**config.mk**
```make
export PLATFORM = sky130hd
export DESIGN_NAME = hazard_unit
export DESIGN_NICKNAME = d
export VERILOG_FILES = /design/src/rtl/cpu_pkg.sv /design/src/rtl/hazard_unit_sat_counter.sv /design/src/rtl/hazard_unit.sv
export SDC_FILE = /design/constraint.sdc
export NUM_CORES = 1
export LEC_CHECK = 0
export ABC_CLOCK_PERIOD_IN_PS = 7100
export CORE_MARGIN = 4
export CORE_UTILIZATION = 35
export DETAILED_ROUTE_END_ITERATION = 10
export PLACE_DENSITY = 0.68
export SLEW_MARGIN = 20
export SYNTH_ARGS = -nofsm -noshare
export SYNTH_HDL_FRONTEND = slang
export SYNTH_HIERARCHICAL = 1
export SYNTH_SLANG_ARGS = --single-unit
```
**constraint.sdc**
```tcl
create_clock -name clk -period 7.1 [get_ports clk]
set_input_delay 1.42 -clock clk [delete_from_list [all_inputs] [get_ports clk]]
set_output_delay 1.42 -clock clk [all_outputs]
set_load 0.05 [all_outputs]
```
**src/rtl/cpu_pkg.sv**
```systemverilog
// Shared definitions for the pipeline hazard logic.
//   hz_state_t : hazard FSM states (RUN, LDSTALL, BUSY)
//   FWD_*      : operand-source select codes driven on fwd_a / fwd_b
//   REG_ZERO   : hard-wired zero register, never a hazard or forward source
//   CNT_W      : width of the performance counters
//   fwd_sel    : forwarding select for one EX operand
package cpu_pkg;

    typedef enum logic [1:0] {
        RUN     = 2'd0,
        LDSTALL = 2'd1,
        BUSY    = 2'd2
    } hz_state_t;

    localparam logic [1:0] FWD_RF  = 2'b00;
    localparam logic [1:0] FWD_MEM = 2'b01;
    localparam logic [1:0] FWD_WB  = 2'b10;

    localparam logic [4:0] REG_ZERO = 5'd0;
    localparam int         CNT_W    = 16;

    // MEM is the younger producer, so it is checked before WB.
    function automatic logic [1:0] fwd_sel(
        input logic [4:0] src,
        input logic [4:0] mem_dest,
        input logic       mem_wen,
        input logic [4:0] wb_dest,
        input logic       wb_wen
    );
        if (mem_wen && mem_dest != REG_ZERO && mem_dest == src)
            return FWD_MEM;
        else if (wb_wen && wb_dest != REG_ZERO && wb_dest == src)
            return FWD_WB;
        else
            return FWD_RF;
    endfunction

endpackage

```
**src/rtl/hazard_unit_sat_counter.sv**
```systemverilog
// Saturating up-counter.
//   clk, rst : clock, synchronous active-high reset (clears count)
//   clr      : synchronous clear, wins over inc
//   inc      : add one this cycle unless already at all-ones
//   count    : current value
module sat_counter #(
    parameter int W = 16
) (
    input  logic         clk,
    input  logic         rst,
    input  logic         clr,
    input  logic         inc,
    output logic [W-1:0] count
);

    always_ff @(posedge clk) begin
        if (rst || clr)
            count <= '0;
        else if (inc && count != {W{1'b1}})
            count <= count + W'(1);
    end

endmodule

```
**src/rtl/hazard_unit.sv**
```systemverilog
// Pipeline hazard unit: load-use stall, multi-cycle ALU hold, jump-register
// flush, EX operand forwarding and stall/flush performance counters.
//   clk, rst                      : clock, synchronous active-high reset
//   id_rs, id_rt, id_uses_rt      : source fields of the decode instruction
//   ex_rs, ex_rt, ex_dest, ...    : EX-stage operands, destination and kind
//   mem_*/wb_*                    : later-stage destinations and write enables
//   cnt_clr                       : clear both perf counters
//   pc_stall, if_id_stall         : hold PC and IF/ID
//   id_ex_bubble, if_id_flush     : zero ID/EX, zero IF/ID at next edge
//   ex_hold                       : freeze ID/EX and kill EX/MEM write enable
//   fwd_a, fwd_b                  : operand sources for ex_rs / ex_rt
//   stall_cnt, flush_cnt          : saturating perf counters
module hazard_unit
    import cpu_pkg::*;
(
    input  logic             clk,
    input  logic             rst,
    input  logic [4:0]       id_rs,
    input  logic [4:0]       id_rt,
    input  logic             id_uses_rt,
    input  logic [4:0]       ex_rs,
    input  logic [4:0]       ex_rt,
    input  logic [4:0]       ex_dest,
    input  logic             ex_reg_wen,
    input  logic             ex_dmem_alu,
    input  logic             ex_jr,
    input  logic             ex_busy,
    input  logic [4:0]       mem_dest,
    input  logic [4:0]       wb_dest,
    input  logic             mem_reg_wen,
    input  logic             wb_reg_wen,
    input  logic             cnt_clr,
    output logic             pc_stall,
    output logic             if_id_stall,
    output logic             id_ex_bubble,
    output logic             if_id_flush,
    output logic             ex_hold,
    output logic [1:0]       fwd_a,
    output logic [1:0]       fwd_b,
    output logic [CNT_W-1:0] stall_cnt,
    output logic [CNT_W-1:0] flush_cnt
);

    hz_state_t state, state_next;
    logic      load_use;

    assign load_use = ex_reg_wen && ex_dmem_alu && ex_dest != REG_ZERO &&
                      (ex_dest == id_rs || (id_uses_rt && ex_dest == id_rt));

    always_ff @(posedge clk) begin
        if (rst)
            state <= RUN;
        else
            state <= state_next;
    end

    always_comb begin
        state_next   = RUN;
        pc_stall     = 1'b0;
        if_id_stall  = 1'b0;
        id_ex_bubble = 1'b0;
        if_id_flush  = 1'b0;
        ex_hold      = 1'b0;
        if (!rst) begin
            case (state)
                BUSY: begin
                    // The cycle busy drops is the one the result leaves EX;
                    // no new hazard is raised in that cycle.
                    if (ex_busy) begin
                        pc_stall    = 1'b1;
                        if_id_stall = 1'b1;
                        ex_hold     = 1'b1;
                        state_next  = BUSY;
                    end
                end
                default: begin
                    // RUN and LDSTALL evaluate identically; LDSTALL only marks
                    // that the previous cycle inserted a load-use bubble.
                    if (ex_busy) begin
                        pc_stall    = 1'b1;
                        if_id_stall = 1'b1;
                        ex_hold     = 1'b1;
                        state_next  = BUSY;
                    end else if (ex_jr) begin
                        if_id_flush  = 1'b1;
                        id_ex_bubble = 1'b1;
                    end else if (load_use) begin
                        pc_stall     = 1'b1;
                        if_id_stall  = 1'b1;
                        id_ex_bubble = 1'b1;
                        state_next   = LDSTALL;
                    end
                end
            endcase
        end
    end

    assign fwd_a = fwd_sel(ex_rs, mem_dest, mem_reg_wen, wb_dest, wb_reg_wen);
    assign fwd_b = fwd_sel(ex_rt, mem_dest, mem_reg_wen, wb_dest, wb_reg_wen);

    sat_counter #(.W(CNT_W)) u_stall_cnt (
        .clk   (clk),
        .rst   (rst),
        .clr   (cnt_clr),
        .inc   (pc_stall),
        .count (stall_cnt)
    );

    sat_counter #(.W(CNT_W)) u_flush_cnt (
        .clk   (clk),
        .rst   (rst),
        .clr   (cnt_clr),
        .inc   (if_id_flush),
        .count (flush_cnt)
    );

endmodule

```
======== Word level (Yosys, flattened, before mapping) ========
Index checks and enable logic that the tools add are counted.
operators by class
  $add $sub $neg .......................... 2
  eq/ne operators ......................... 9
  mux-type cells .......................... 24
  reductions and logical operators ........ 17
operators with widths
  cell                                                              number
  16-bit by 1-bit adder with 16-bit output (second input constant)  2
  16-bit inequality test (second input constant)                    2
  5-bit == test                                                     6
  1-bit two-way mux                                                 17
  5-bit nonzero test                                                3
  2-bit two-way mux                                                 7
  1-bit logical AND                                                 12
  2-bit == test (second input constant)                             1
  1-bit logical OR                                                  2
storage, ports and cells
  flip-flop bits (word level) ............. 34
  input port bits ......................... 45
  output and inout bits ................... 41
  word-level logic and storage cells ...... 55

======== Logic depth before layout (Yosys ltp) ========
  depth after elaboration ................. 10
  mapped depth ............................ 8
  depth with buffers taken out ............ 8

======== Hierarchy ========
Netlist, hierarchy kept.
modules (own cells, without submodules)
  module       instances  cells each  area an instance (um2)  sequential area each (um2)
  sat_counter  2          95          847.1                   320.3
  hazard_unit  1          62          513.0                   40.0

======== Least setup slack after synthesis ========
No wires, ideal clock.
  path type ............................... in2out
  from .................................... in mem_dest[4]
  to ...................................... out fwd_a[1]
  data arrival time ....................... 3,785 ps
  required time ........................... 5,680 ps
  slack ................................... 1,895 ps
  stages on the path ...................... 4
  buffers on the path ..................... 0
  cells stage by stage .................... xnor2_1 -> nand3_1 -> nor4_1 -> nor4_2
on the way
  cells in the longest elaborated chain, start to end .. 4
  elaborated cells on any way between the ends .. 5
  classes of those cells .................. 1 x eq/ne; 1 x mux; 3 x reduce/logical
RTL lines
  element              RTL line           text
  start: declaration   hazard_unit.sv:28  input logic [4:0] mem_dest,
  5-bit nonzero test   cpu_pkg.sv:30      if (mem_wen && mem_dest != REG_ZERO && mem_dest == src)
  1-bit logical AND    cpu_pkg.sv:30
  1-bit logical AND *  cpu_pkg.sv:30
  2-bit two-way mux *  cpu_pkg.sv:30
  end: declaration     hazard_unit.sv:38  output logic [1:0] fwd_a,
Every way passes the cells marked *; elsewhere a longest branch is shown, timed or not.

======== Worst setup path after layout ========
  from .................................... in ex_dest[3]
  to ...................................... out if_id_stall
on the way
  cells in the longest elaborated chain, start to end .. 9
  elaborated cells on any way between the ends .. 12
  classes of those cells .................. 2 x eq/ne; 5 x mux; 5 x reduce/logical
RTL lines
  element              RTL line           text
  start: declaration   hazard_unit.sv:23  input logic [4:0] ex_dest,
  5-bit == test        hazard_unit.sv:48  (ex_dest == id_rs || (id_uses_rt && ex_dest == id_rt));
  1-bit logical AND    hazard_unit.sv:48
  1-bit logical OR     hazard_unit.sv:48
  1-bit logical AND *  hazard_unit.sv:47  assign load_use = ex_reg_wen && ex_dmem_alu && ex_dest != REG_ZERO &&
  1-bit two-way mux *  hazard_unit.sv:87  end else if (load_use) begin
  1-bit two-way mux *  hazard_unit.sv:84  end else if (ex_jr) begin
  1-bit two-way mux *  hazard_unit.sv:79  if (ex_busy) begin
  1-bit two-way mux *  hazard_unit.sv:65  case (state)
  1-bit two-way mux *  hazard_unit.sv:64  if (!rst) begin
  end: declaration     hazard_unit.sv:34  output logic if_id_stall,
Marks and branches as above.

==> impl_results.html <==
<table>
<tr><th>Metric</th><th>Value</th></tr>
<tr><th colspan="2">STA</th></tr>
<tr><td>Final sum of negative setup slack</td><td>0 ns</td></tr>
<tr><td>Fmax</td><td>0.182 GHz</td></tr>
<tr><td>Max-slew headroom at the worst pin</td><td>around 53%</td></tr>
<tr><td>Transition at the pin with the smallest max-transition slack</td><td>~0.7 ns</td></tr>
<tr><td>Clock Skews</td><td>roughly 0.0095 ns</td></tr>
<tr><td>Max-slew violation count</td><td>0</td></tr>
<tr><td>RSZ-0062 raised after global routing</td><td>false</td></tr>
<tr><td>Final period demand of the worst path</td><td>between 5 and 6 ns</td></tr>
<tr><td>Final number of hold-violating endpoints</td><td>0</td></tr>
<tr><td>Worst path setup slack after routing</td><td>between 1.5 and 2 ns</td></tr>
<tr><td>Finish-stage setup viols</td><td>0</td></tr>
<tr><td>Period utilisation layout</td><td>between 70 and 80%</td></tr>
<tr><th colspan="2">Finish</th></tr>
<tr><td>Final antenna diode count</td><td>0</td></tr>
<tr><td>FF/Latch Area</td><td>between 600 and 700 µm²</td></tr>
<tr><td>Filler cells</td><td>around 600</td></tr>
<tr><td>Final Net Count</td><td>384</td></tr>
<tr><td>Finished layout cell area</td><td>between 3000 and 4000 µm²</td></tr>
<tr><td>Most common library cell in the layout ignoring fill and taps</td><td>sky130_fd_sc_hd__clkdlybuf4s50_1</td></tr>
<tr><td>Share of post-route cells with drive strength above 1</td><td>7.42%</td></tr>
<tr><td>Layout Area Growth over Synthesis</td><td>44.9%</td></tr>
<tr><td>Most frequent cells in the layout</td><td>85 x sky130_fd_sc_hd__clkdlybuf4s50_1, 34 x sky130_fd_sc_hd__dfxtp_1, 27 x sky130_fd_sc_hd__xor2_1</td></tr>
<tr><td>Area of the multi-input gates</td><td>1480 µm²</td></tr>
<tr><th colspan="2">Synthesis</th></tr>
<tr><td>Post-Syn Area</td><td>approximately 2200 µm²</td></tr>
<tr><td>Number of nets in the synthesized netlist</td><td>299</td></tr>
<tr><td>Number of standard cells after synthesis</td><td>between 200 and 300</td></tr>
<tr><td>Number of register bits inferred by synthesis</td><td>34</td></tr>
<tr><td>Count of unique library cells instantiated by Yosys</td><td>39</td></tr>
<tr><td>Synthesis Warnings</td><td>6</td></tr>
<tr><td>Synthesized area per cell</td><td>8.76 µm²</td></tr>
<tr><td>Sequential cell area fraction in the yosys report</td><td>a little under a third</td></tr>
<tr><th colspan="2">Global route</th></tr>
<tr><td>Antenna violations before repair</td><td>0</td></tr>
<tr><td>First-pass GRT wire length</td><td>about 11 mm</td></tr>
<tr><td>Global-route congestion overflow total</td><td>0</td></tr>
<tr><td>Pin count of the biggest net entering global routing</td><td>16</td></tr>
<tr><td>Combined global-route utilization of all metal layers</td><td>roughly 17%</td></tr>
<tr><td>Via count of the first global-routing pass</td><td>2202</td></tr>
<tr><th colspan="2">Critical path</th></tr>
<tr><td>CP max-delay cell</td><td>sky130_fd_sc_hd__clkdlybuf4s50_1</td></tr>
<tr><td>Signal arrival time at the worst endpoint</td><td>~4.1 ns</td></tr>
<tr><td>Biggest fanout along the worst timing path</td><td>7</td></tr>
<tr><td>Nature of the critical path endpoint</td><td>primary output</td></tr>
<tr><td>Most frequent cell on the critical path</td><td>sky130_fd_sc_hd__clkdlybuf4s50_1</td></tr>
<tr><td>Critical path cell sequence</td><td>clkdlybuf4s50_1 -&gt; xor2_1 -&gt; nor4_1 -&gt; a32oi_1 -&gt; o21bai_1 -&gt; clkdlybuf4s50_1</td></tr>
<tr><td>Required time of the critical path</td><td>5.68 ns</td></tr>
<tr><td>Worst setup path category</td><td>in2out</td></tr>
<tr><td>Critical path startpoint category</td><td>input port</td></tr>
<tr><td>Crit-path max cell delay</td><td>around 0.93 ns</td></tr>
<tr><th colspan="2">Clock network</th></tr>
<tr><td>H-tree depth</td><td>2</td></tr>
<tr><td>CTS Buf Count</td><td>5</td></tr>
<tr><td>Clock input transition at the sequential cells of the worst setup and hold paths</td><td>0.06 ns</td></tr>
<tr><td>Clock sinks</td><td>34</td></tr>
<tr><td>Clock insertion delay at the later pin of the skew report</td><td>around 0.28 ns</td></tr>
<tr><td>Setup Buffers After CTS</td><td>0</td></tr>
<tr><td>Max Root-Sink Buffers</td><td>2</td></tr>
<tr><td>Hold bufs inserted after CTS</td><td>0</td></tr>
<tr><td>CTS tree</td><td>yes</td></tr>
<tr><td>Buffer type at the clock tree root</td><td>sky130_fd_sc_hd__clkbuf_8</td></tr>
<tr><td>Post-CTS resize count</td><td>0</td></tr>
<tr><th colspan="2">Run</th></tr>
<tr><td>Count of max-cap constraint violations</td><td>0</td></tr>
<tr><th colspan="2">Pwr</th></tr>
<tr><td>Total chip power</td><td>between 300 and 400 µW</td></tr>
<tr><td>Clk network pwr share</td><td>between 30 and 40%</td></tr>
<tr><td>Ratio of total power to cell area</td><td>around 120 nW/µm²</td></tr>
<tr><td>Switching share of power</td><td>25.4%</td></tr>
<tr><td>Net load switching power</td><td>roughly 100 µW</td></tr>
<tr><td>Part of the total power dissipated in combinational logic</td><td>between 10% and 20%</td></tr>
<tr><td>Leakage power of the design</td><td>0.00111 µW</td></tr>
<tr><td>IR Drop Worst-Case VDD</td><td>0.0869 mV</td></tr>
<tr><td>Sequential fraction of design power</td><td>approximately half</td></tr>
<tr><td>Total internal power</td><td>a little under 300 µW</td></tr>
<tr><th colspan="2">Worst hold path</th></tr>
<tr><td>Worst Hold Class</td><td>reg2reg</td></tr>
<tr><th colspan="2">Die</th></tr>
<tr><td>Number of standard-cell rows in the floorplan</td><td>28</td></tr>
<tr><td>Initial Util</td><td>between 30 and 40%</td></tr>
<tr><td>Core Footprint</td><td>roughly 6000 µm²</td></tr>
<tr><td>Die Span Y</td><td>just under 90 µm</td></tr>
<tr><td>IO Pins</td><td>86</td></tr>
<tr><td>Die Wd</td><td>slightly below 90 µm</td></tr>
<tr><td>Die outline area</td><td>7640 µm²</td></tr>
<tr><th colspan="2">Drt</th></tr>
<tr><td>Total wirelength of the detailed-routed design</td><td>between 6 and 7 mm</td></tr>
<tr><td>Iteration-0 DRC Markers</td><td>85</td></tr>
<tr><td>Wire length on met3</td><td>between 500 and 600 µm</td></tr>
<tr><td>Top routing layer in use</td><td>met4</td></tr>
<tr><td>Routed metal-1 wire length</td><td>between 2 and 3 mm</td></tr>
<tr><td>Number of nets with antenna violations after detailed routing</td><td>0</td></tr>
<tr><td>Total length of routed met2 wires</td><td>just under 3 mm</td></tr>
<tr><td>Via-to-Cell Ratio</td><td>roughly 5.7</td></tr>
<tr><td>Drt wl/cell</td><td>roughly 16 µm</td></tr>
<tr><td>DR pass1 iterations</td><td>4</td></tr>
<tr><td>Vias after detailed routing</td><td>2331</td></tr>
<tr><td>DRC violations left</td><td>0</td></tr>
<tr><th colspan="2">Run status</th></tr>
<tr><td>Result of the run</td><td>finished clean</td></tr>
<tr><th colspan="2">Placed design</th></tr>
<tr><td>Post-placement setup slack</td><td>1.56 ns</td></tr>
<tr><td>Area post-placement</td><td>roughly 3100 µm²</td></tr>
<tr><td>HPWL Detailed</td><td>~5 mm</td></tr>
<tr><td>Weighted congestion reported at the end of routability-driven placement</td><td>around 0.9</td></tr>
<tr><td>Number of port buffers</td><td>85</td></tr>
</table>
-- per-stage QoR --
step                      util (%)  hold WS (ns)  instances
final                         53.1         0.513        412
after CTS                     53.1         0.514        412
after global placement        51.8         0.495        405
after detailed placement      51.8         0.501        405
after floorplan                  -         0.552        252
after global routing          53.1         0.546        412
-- critical path, delay by kind of cell --
kind	cells	cell delay, ns
simple gates	1	0.29
buf+inv	2	1.39
compound gates	2	0.80
xor+xnor	1	0.18
-- state kept, by name, summed over array words and instances (netlist names) --
register,flops
state,2
u_stall_cnt/count,16
u_flush_cnt/count,16
-- power groups by stage --
stage	clock (µW)	combinational (µW)	sequential, µW
floorplan	0	30.0	198
detailed placement	0	71.0	196
finish	132	70.8	192
global placement	0	70.4	196
CTS	137	71.5	192
global route	147	76.2	192
-- final timing paths --
path / from / endpoint / slack [ns] / cells after the start
max: ex_dest[3] / if_id_stall / 1.59 / 6
min: u_stall_cnt/count[15] / u_stall_cnt/count[15] / 0.51 / 2
max reg2reg: state[0] / u_stall_cnt/count[10] / 4.43 / 8
min reg2reg: u_stall_cnt/count[15] / u_stall_cnt/count[15] / 0.51 / 2
-- routing by layer --
metal / vias to the layer above / GRT usage [%]
met5: - / 0
met4: 0 / 4.74
met3: 7 / 3.50
met2: 88 / 27.3
met1: 1084 / 23.1
li1: 1152 / -
-- cell type report --
type | instances | share of cell area, %
multi-input cells | 208 | 46.4
flip-flops and latches | 34 | 21.3
well taps | 75 | 2.93
clock buffers | 5 | 2.15
repair buffers | 85 | 26.6
clock inverters | 2 | 0.313
inverters | 3 | 0.352
-- cell families (layout without fill, tap and decap cells) --
kind of cell / Yosys count / count (layout) / share of synthesized area [%]
AO/OA/AOI/OAI: 63 / 63 / 19.8
XOR/XNOR: 36 / 36 / 14.3
adder cells (fa/ha/maj): 2 / 2 / 1.13
buffers and inverters: 10 / 95 / 1.98
flip-flops: 34 / 34 / 30.8
AND/OR/NAND/NOR: 107 / 107 / 31.9
-- Yosys cell counts, drive strengths merged --
cell type | instances | area [µm²]
a32oi | 1 | 8.76
nand3 | 12 | 60.1
o21bai | 2 | 15.0
and4 | 8 | 70.1
nand4 | 14 | 130
nand2 | 13 | 48.8
a31oi | 6 | 37.5
clkbuf | 6 | 25.0
a21oi | 18 | 90.1
nor2b | 2 | 12.5
and3 | 2 | 22.5
or4 | 13 | 109
and2 | 5 | 31.3
xnor2 | 9 | 78.8
or2 | 2 | 12.5
a41o | 8 | 80.1
xor2 | 27 | 236
nor3 | 4 | 20.0
a211oi | 3 | 22.5
nor2 | 15 | 56.3
inv | 3 | 11.3
o41ai | 2 | 32.5
a2111oi | 1 | 8.76
or3 | 10 | 62.6
o211a | 2 | 20.0
o21ai | 13 | 68.8
o2111ai | 1 | 8.76
buf | 1 | 7.51
dfxtp | 34 | 681
o31ai | 6 | 45.0
ha | 2 | 25.0
nor4 | 7 | 68.8
Power figures use the tool's default switching activity.
